$ cat src/rtl/digit_serial_adder.sv
// Digit-serial adder/subtractor: processes DIGIT bits per clock over WIDTH/DIGIT cycles,
// with valid/ready handshakes on the operand side and on the result side.
module digit_serial_adder #(
    parameter int WIDTH = 32,
    parameter int DIGIT = 8
) (
    input  logic             clk,
    input  logic             rst_n,
    input  logic             in_valid,
    output logic             in_ready,
    input  logic [WIDTH-1:0] a,
    input  logic [WIDTH-1:0] b,
    input  logic             cin,
    input  logic             sub,
    output logic             out_valid,
    input  logic             out_ready,
    output logic [WIDTH-1:0] sum,
    output logic             cout,
    output logic             ovf
);
    localparam int N  = WIDTH / DIGIT;
    localparam int KW = (N > 1) ? $clog2(N) : 1;

    typedef enum logic [1:0] {IDLE, RUN, DONE} state_t;

    state_t           state;
    logic [KW-1:0]    k;
    logic             carry;
    logic [WIDTH-1:0] op_a;
    logic [WIDTH-1:0] op_b;
    logic [WIDTH-1:0] acc;

    logic [DIGIT-1:0] dig_a;
    logic [DIGIT-1:0] dig_b;
    logic [DIGIT:0]   dig_sum;
    logic             carry_into_msb;
    logic             last_digit;
    logic [WIDTH-1:0] acc_next;

    // Operands shift right one digit per cycle, so the active digit is always the low slice;
    // the sum digits shift in from the top and land in place after the final digit.
    always_comb begin
        dig_a          = op_a[DIGIT-1:0];
        dig_b          = op_b[DIGIT-1:0];
        dig_sum        = {1'b0, dig_a} + {1'b0, dig_b} + {{DIGIT{1'b0}}, carry};
        carry_into_msb = dig_a[DIGIT-1] ^ dig_b[DIGIT-1] ^ dig_sum[DIGIT-1];
        last_digit     = (k == KW'(N - 1));
        acc_next       = (acc >> DIGIT) | (WIDTH'(dig_sum[DIGIT-1:0]) << (WIDTH - DIGIT));
    end

    always_ff @(posedge clk or negedge rst_n) begin
        if (!rst_n) begin
            state     <= IDLE;
            k         <= '0;
            carry     <= 1'b0;
            op_a      <= '0;
            op_b      <= '0;
            acc       <= '0;
            sum       <= '0;
            cout      <= 1'b0;
            ovf       <= 1'b0;
            in_ready  <= 1'b1;
            out_valid <= 1'b0;
        end else begin
            case (state)
                IDLE: begin
                    if (in_valid) begin
                        op_a     <= a;
                        op_b     <= sub ? ~b : b;
                        carry    <= sub | cin;
                        k        <= '0;
                        in_ready <= 1'b0;
                        state    <= RUN;
                    end
                end
                RUN: begin
                    op_a  <= op_a >> DIGIT;
                    op_b  <= op_b >> DIGIT;
                    carry <= dig_sum[DIGIT];
                    acc   <= acc_next;
                    k     <= k + 1'b1;
                    // Result registers load only on the final digit, so a partial sum is never visible.
                    if (last_digit) begin
                        sum       <= acc_next;
                        cout      <= dig_sum[DIGIT];
                        ovf       <= carry_into_msb ^ dig_sum[DIGIT];
                        out_valid <= 1'b1;
                        state     <= DONE;
                    end
                end
                DONE: begin
                    if (out_ready) begin
                        out_valid <= 1'b0;
                        in_ready  <= 1'b1;
                        state     <= IDLE;
                    end
                end
                default: begin
                    out_valid <= 1'b0;
                    in_ready  <= 1'b1;
                    state     <= IDLE;
                end
            endcase
        end
    end

endmodule

$ cat config.mk
export PLATFORM = sky130hd
export DESIGN_NAME = digit_serial_adder
export DESIGN_NICKNAME = d
export VERILOG_FILES = /design/src/rtl/digit_serial_adder.sv
export SDC_FILE = /design/constraint.sdc
export NUM_CORES = 1
export LEC_CHECK = 0
export CAP_MARGIN = 20
export CORE_MARGIN = 4
export CORE_UTILIZATION = 45
export CTS_CLUSTER_DIAMETER = 50
export DETAILED_ROUTE_END_ITERATION = 16
export PLACE_DENSITY = 0.7
export SYNTH_ARGS = -nofsm -noshare
export SYNTH_HDL_FRONTEND = slang
export SYNTH_SLANG_ARGS = --single-unit
$ cat constraint.sdc
create_clock -name clk -period 3.4 [get_ports clk]
set_input_delay 0.85 -clock clk [delete_from_list [all_inputs] [get_ports clk]]
set_output_delay 0.85 -clock clk [all_outputs]
set_load 0.01 [all_outputs]
Word level (Yosys, flattened, before mapping):

Index checks and enable logic that the tools add are counted.

* register bits: 137
* input bits: 70
* output and inout bits: 36
* logic and storage cells: 54

* add/subtract/negate cells: 3
* equal/unequal tests: 6
* multiplexer cells: 19
* bitwise logic cells: 8
* reductions and logical operators: 7

Operator list (count)
* 32-bit case mux with 2 select lines: 2
* 32-bit two-way mux: 3
* 32-bit NOT: 1
* 24-bit by 32-bit OR with 32-bit output: 1
* 8-bit by 8-bit adder with 9-bit output: 1
* 9-bit by 1-bit adder with 9-bit output: 1
* 3-bit AND reduction: 3
* 2-bit two-way mux: 4
* 2-bit != test, second input constant: 3
* 1-bit case mux with 3 select lines: 2
* 2-bit case mux with 3 select lines: 1
* 1-bit two-way mux: 5
* 2-bit == test, second input constant: 2
* 2-bit case mux with 2 select lines: 1
* 2-bit AND reduction: 2
* 1-bit bitwise XOR: 3
* 2-bit by 1-bit adder with 2-bit output, second input constant: 1
* 2-bit by 1-bit == test with 1-bit output, second input constant: 1
* 2-bit logical NOT: 1
* 1-bit NOT: 2
* 1-bit case mux with 2 select lines: 1
* 2-bit nonzero test: 1
* 1-bit OR: 1

Longest topological paths before layout:

Gate-level depths: netlist of run 1.

* depth after elaboration: 4
* depth in mapped cells: 8
* gate-level depth less buffers: 8

Least setup slack after synthesis of run 1:

No wires, ideal clock.

* path kind: register to register
* from: reg carry
* to: reg sum[30]
* library setup time: 0.127 ns
* arrival: 1.744 ns
* required time: 3.273 ns
* path slack: 1.529 ns
* cell stages (with the launch flop): 9
* buffers on the path: 0
* cell sequence: dfrtp_1 > fa_1 > inv_1 > fa_1 > nand2b_1 > a21oi_2 > a31oi_1 > xor2_1 > o21ai_1

* longest elaborated chain between the ends: 2

Ends and longest elaborated chain
* start: declaration: line 28 `logic carry;`
* start signal: assignment: line 70 `carry <= sub | cin;`
* start signal: assignment: line 79 `carry <= dig_sum[DIGIT];`
* 9-bit by 1-bit adder with 9-bit output: line 45 `dig_sum = {1'b0, dig_a} + {1'b0, dig_b} + {{DIGIT{1'b0}}, carry};`
* 24-bit by 32-bit OR with 32-bit output: line 48 `acc_next = (acc >> DIGIT) | (WIDTH'(dig_sum[DIGIT-1:0]) << (WIDTH - DIGIT));`
* end signal: assignment: line 84 `sum <= acc_next;`
* end: declaration: line 17 `output logic [WIDTH-1:0] sum,`

Every way passes these cells.
A chain may end at the register's enable or synchronous reset.

Worst setup path after layout of run 1:

* from: reg in_ready
* to: out in_ready

RTL lines
* start: declaration: line 10 `output logic in_ready,`
* start signal: assignment: line 62 `in_ready <= 1'b1;`
* start signal: assignment: line 72 `in_ready <= 1'b0;`
* start signal: assignment: line 94 `in_ready <= 1'b1;`

No word-level cell between the ends.

==> results.toml, run 1 <==
[grt]
gr-total-overflow = 0
antenna_found_initial = 0
met1_usage_pct = 26.1
grt_max_degree = 65
use_met3_pct = 5.19
grt_pass1_vias = 4778
track_usage_pct = 19.3
grt_pass1_wl_mm = 24.6
busiest_layer = "met2"
met2_usage_pct = 30.7

[worst_setup_path]
r2r_end = "acc[30]"
crit_buf_inv = 1
r2r_cells = 8
crit_start = "in_ready"
cp-start-kind = "register"
timing.rr.start = "op_a[0]"
path_class = "register to output port"
required_ns = 2.55
crit_family = "flip-flops"
rrSetupSlack_ns = 1.29
crit_chain = "clkdlybuf4s50_1"
cp_slowest_stage_delay_ns = 0.55
endpoint_kind = "output port"
crit_cells = 1
endpoint = "in_ready"
arrival_ns = 1.48
critPathSlowestCell = "dfstp_2"
critPathMaxFanout = 3

[layout]
design_area_um2 = 7860
finalNetCount = 754
final_common_cell = "dfrtp_1"
most-common-layout-cells = "dfrtp_1 (127), clkdlybuf4s50_1 (102), nand2_1 (72)"
n_fill_cell = 1128
area_growth_pct = 27.8
drive_above_1_share_pct = 11.5
multi_input_area_um2 = 2670
antennaDiodeCount = 0
seqCellArea_um2 = 3230

[synthesis]
synth_cells = 583
yosys.area.top_type = "dfrtp_1"
ys_seq_area_share_pct = 52.5
syn_area_um2 = 6150
synth_cell_types = 37
synthTopCellsByArea = "dfrtp_1 (52%), a22oi_1 (5.6%), xor2_1 (5.0%)"
synth_area_per_cell_um2 = 10.6
yosys_warnings = 0
ys_ff_latch = 129
syn_nets = 663
synth_top_area_share_pct = 52.1

[timing]
setup_violations = 0
finalMaxSlewViolations = 0
hold_ws_ns = 0.465
finalSetupTns_ns = 0
fmax_mhz = 429
layout_min_cycle_time_ns = 2.33
worst_pin_slew_ns = 0.938
setup_ws_ns = 1.07
finalCritPeriodShare_pct = 68.6
rsz0062_at_grt = "no"
slew_headroom_pct = 37.4
finClkSkew_ns = 0.00829
final_hold_viol_count = 0

[cts]
cts_max_path_buffers = 2
tritoncts = "built"
cts_sinks = 129
ctsHtreeMaxLevel = 4
worstSkewPairLatency_ns = 0.41
clk_pin_slew_ns = 0.06
ctsResizeCount = 0
ctsHoldBuffers = 0
clockRootBuffer = "clkbuf_16"
cts_setup_buffers = 0
cts_buffers = 17

[routing]
route.vias.total = 4764
drtAntennaViolNets = 0
remaining_drc_errors = 0
drt_first_pass_iters = 5
drt-total-wl_mm = 14.7
wl_per_cell_um = 17.1
viasPerCell = 5.52
drtIter0Drc = 373

[die]
die_area_um2 = 15600
start_util_pct = 46.3
core-area_um2 = 13300
num_io_pins = 106
die_height_um = 125
num_rows = 42
die_x_um = 125

[worst_hold_path]
hp-class = "primary input to async pin"

[pwr]
p_leak_nw = 3.47
totalPowerFinal_mw = 7.13
peakVddDrop_mv = 0.495
power_density_nw_per_um2 = 907

[placed_design]
dp.final_hpwl_mm = 10.1
place_ws_ns = 0.989
place_congestion = 0.770
port_buffers = 105
placed_area_um2 = 7260

[run_status]
status = "completed"

[job]
max_cap_violations = 0
-- cells by family (layout without fill, tap and decap cells) --
kind of cell    count (synthesis)  in the layout  synth area share (%)
xor+xnor                       39             39                  5.55
mux                            26             26                  4.76
buf+inv                        48            152                  4.19
fa+ha+maj                      10             10                  2.28
compound gates                197            197                  20.0
simple gates                  134            134                  10.8
flops                         129            129                  52.5
-- sequential cells by signal, indices dropped and copies added (netlist names) --
signal     cells
ovf            1
sum           32
out_valid      1
carry          1
op_a          32
in_ready       1
op_b          32
k              2
cout           1
acc           24
state          2
-- worst min path at each step --
stage                     endpoint  slack, ns  cells after the start
after floorplan            acc[11]       0.44                      2
after global placement      acc[9]       0.46                      2
after detailed placement   acc[11]       0.46                      2
after CTS                  acc[11]       0.47                      2
after global routing       acc[12]       0.49                      2
final                       sum[3]       0.47                      1
-- layer usage --
layer	vias to the layer above	share of wire [%]
li1	2231	-
met1	2371	46
met2	139	48
met3	23	4.6
met4	0	2.0
met5	-	0
-- area by class of cell --
class,instances,share of cell area [%]
inverter,3,0.143
clock inverter,15,2.20
tap,176,2.80
clock buffer,17,5.41
multi-input combinational,406,34.0
sequential,129,41.1
timing repair buffer,117,14.4
-- synth_stat cells --
master      n
inv_1       3
dfrtp_1   128
buf_6       3
nor2b_1    47
xnor2_1     4
mux2_2     20
fa_1        2
a31o_1      1
nor2b_4     1
o22a_1      1
o21ai_1     7
a31oi_1     1
o31ai_4     1
and4_1      1
o21ai_2     2
dfstp_2     1
nor2b_2     1
o21bai_1    1
xor2_1     35
nor2_1      6
nand2_1    72
a21oi_1    52
clkbuf_1   16
o211ai_1    2
nand2_4     1
and3b_1     1
o21ai_0    60
nand2b_1    4
buf_2      17
a22o_1     17
a21oi_2     2
ha_1        8
a211oi_2    1
buf_4       9
a21o_1      3
a22oi_1    46
mux2_1      6
-- through the flow --
stage / std cells / util [%]
after floorplan: 583 / -
after global placement: 830 / 54.6
after detailed placement: 830 / 54.6
after CTS: 862 / 59.1
after global routing: 863 / 59.1
final: 863 / 59.1
-- where the power goes --
part / internal [mW] / switching [mW] / total [mW]
Sequential: 2.18 / 0.554 / 2.73
Clock: 1.10 / 0.720 / 1.82
Combinational: 1.22 / 1.36 / 2.58
Total: 4.50 / 2.63 / 7.13
Power figures use the tool's default switching activity.
==> run 2: changes to the inputs <==
- clock period: 3.4 -> 2.2 ns (I/O delays scaled with it)
==> results.toml, run 2 (synthesis results as in run 1) <==
[cts]
clk_pin_slew_ns = 0.06
cts_max_path_buffers = 2
worstSkewPairLatency_ns = 0.41
ctsResizeCount = 0
cts_buffers = 17
ctsHtreeMaxLevel = 4
clockRootBuffer = "clkbuf_16"
tritoncts = "built"
cts_sinks = 129

[die]
die_height_um = 125
core-area_um2 = 13300
num_io_pins = 106
die_x_um = 125
die_area_um2 = 15600
num_rows = 42
start_util_pct = 46.3

[timing]
setup_violations = 0
finalMaxSlewViolations = 0
slew_headroom_pct = 35.9
final_hold_viol_count = 0
fmax_mhz = 490
worst_pin_slew_ns = 0.961
rsz0062_at_grt = "no"
finalCritPeriodShare_pct = 92.8
finalSetupTns_ns = 0
finClkSkew_ns = 0.00657
hold_ws_ns = 0.475
layout_min_cycle_time_ns = 2.04

[worst_setup_path]
rrSetupSlack_ns = 0.21
crit_chain = "clkdlybuf4s50_1"
r2r_cells = 8
crit_start = "in_ready"
timing.rr.start = "carry"
required_ns = 1.65
cp-start-kind = "register"
r2r_end = "sum[30]"
crit_buf_inv = 1
critPathSlowestCell = "dfstp_2"
endpoint_kind = "output port"
cp_slowest_stage_delay_ns = 0.54
critPathMaxFanout = 3
arrival_ns = 1.49
crit_family = "flip-flops"
path_class = "register to output port"

[layout]
final_cells = 865
drive_above_1_share_pct = 11.2
final_common_cell = "dfrtp_1"
area_growth_pct = 28.3
most-common-layout-cells = "dfrtp_1 (127), clkdlybuf4s50_1 (102), nand2_1 (72)"
antennaDiodeCount = 0
reg.largest.list = "op_a x32, op_b x32, sum x32"
finalNetCount = 756

[placed_design]
dp.cells = 832
port_buffers = 105
place_congestion = 0.803
dp.final_hpwl_mm = 9.56

[worst_hold_path]
hp-class = "primary input to async pin"

[routing]
drt-total-wl_mm = 14.4
route.vias.total = 4737
remaining_drc_errors = 0
drt_first_pass_iters = 5
wl_per_cell_um = 16.7
drtIter0Drc = 448
drtAntennaViolNets = 0
viasPerCell = 5.48

[pwr]
totalPowerFinal_mw = 10.9
peakVddDrop_mv = 0.742
power_density_nw_per_um2 = 1380
p_leak_nw = 3.48

[grt]
grt_max_degree = 90
grt_pass1_vias = 4781
grt_pass1_wl_mm = 24.2
track_usage_pct = 19.0
gr-total-overflow = 0
antenna_found_initial = 0

[run_status]
status = "completed"

[job]
max_cap_violations = 0
run 2: cell types whose count changed in the layout (fill, tap and decap cells not counted), sizes merged:
cell | before | now
buf | 15 | 16
inv | 10 | 3
dlygate4sd3 | 0 | 1
clkbuf | 17 | 23
clkinv | 3 | 4
run 2: per-stage QoR:
step / utilization, % / worst slack (ns) / instance area (um^2)
6_report: 59.4 / 0.158 / 7890
5_1_grt: 59.4 / 0.0661 / 7890
4_1_cts: 59.4 / 0.134 / 7890
3_5_place_dp: 54.9 / 0.213 / 7300
3_3_place_gp: 54.9 / 0.256 / 7300
2_1_floorplan: - / 0.329 / 6150
run 2: per-layer routing:
layer	GRT usage, %	part of all wire, %	vias up
met5	0	0	-
met4	7.02	2.1	0
met3	4.59	5.1	24
met2	29.4	49	142
met1	26.2	44	2344
li1	-	-	2227
run 2: worst register-to-register path, stage by stage (launching register included):
cell      delay, ns
dfrtp_1        0.40
fa_1           0.48
inv_1          0.09
fa_1           0.19
nand2b_1       0.12
a21oi_2        0.08
a31oi_1        0.20
xor2_1         0.20
o21ai_1        0.09
run 2: repair_timing:
item	CTS	global route
setup buffers	0	0
setup endpoints to repair	0	0
hold endpoints to repair	2	0
hold buffers	1	0
run 2: area by class of cell:
type / count / area, um^2
sequential: 129 / 3230
clock inverter: 9 / 106
inverter: 3 / 11.3
timing repair buffer: 119 / 1170
fill: 1121 / 5400
clock buffer: 23 / 478
tap: 176 / 220
multi-input combinational: 406 / 2670
run 2: worst max-delay path by stage:
stage	depth (start not counted)	end	slack, ns
floorplan	8	sum[30]	0.33
global placement	8	sum[30]	0.26
detailed placement	8	sum[30]	0.21
CTS	1	in_ready	0.13
global route	8	sum[30]	0.07
finish	1	in_ready	0.16
run 2: where the power goes:
group | total [mW] | leakage, nW | switching (mW) | internal [mW]
registers | 4.14 | 1.67 | 0.768 | 3.37
logic | 4.04 | 1.53 | 2.14 | 1.90
clock network | 2.74 | 0.279 | 0.988 | 1.75
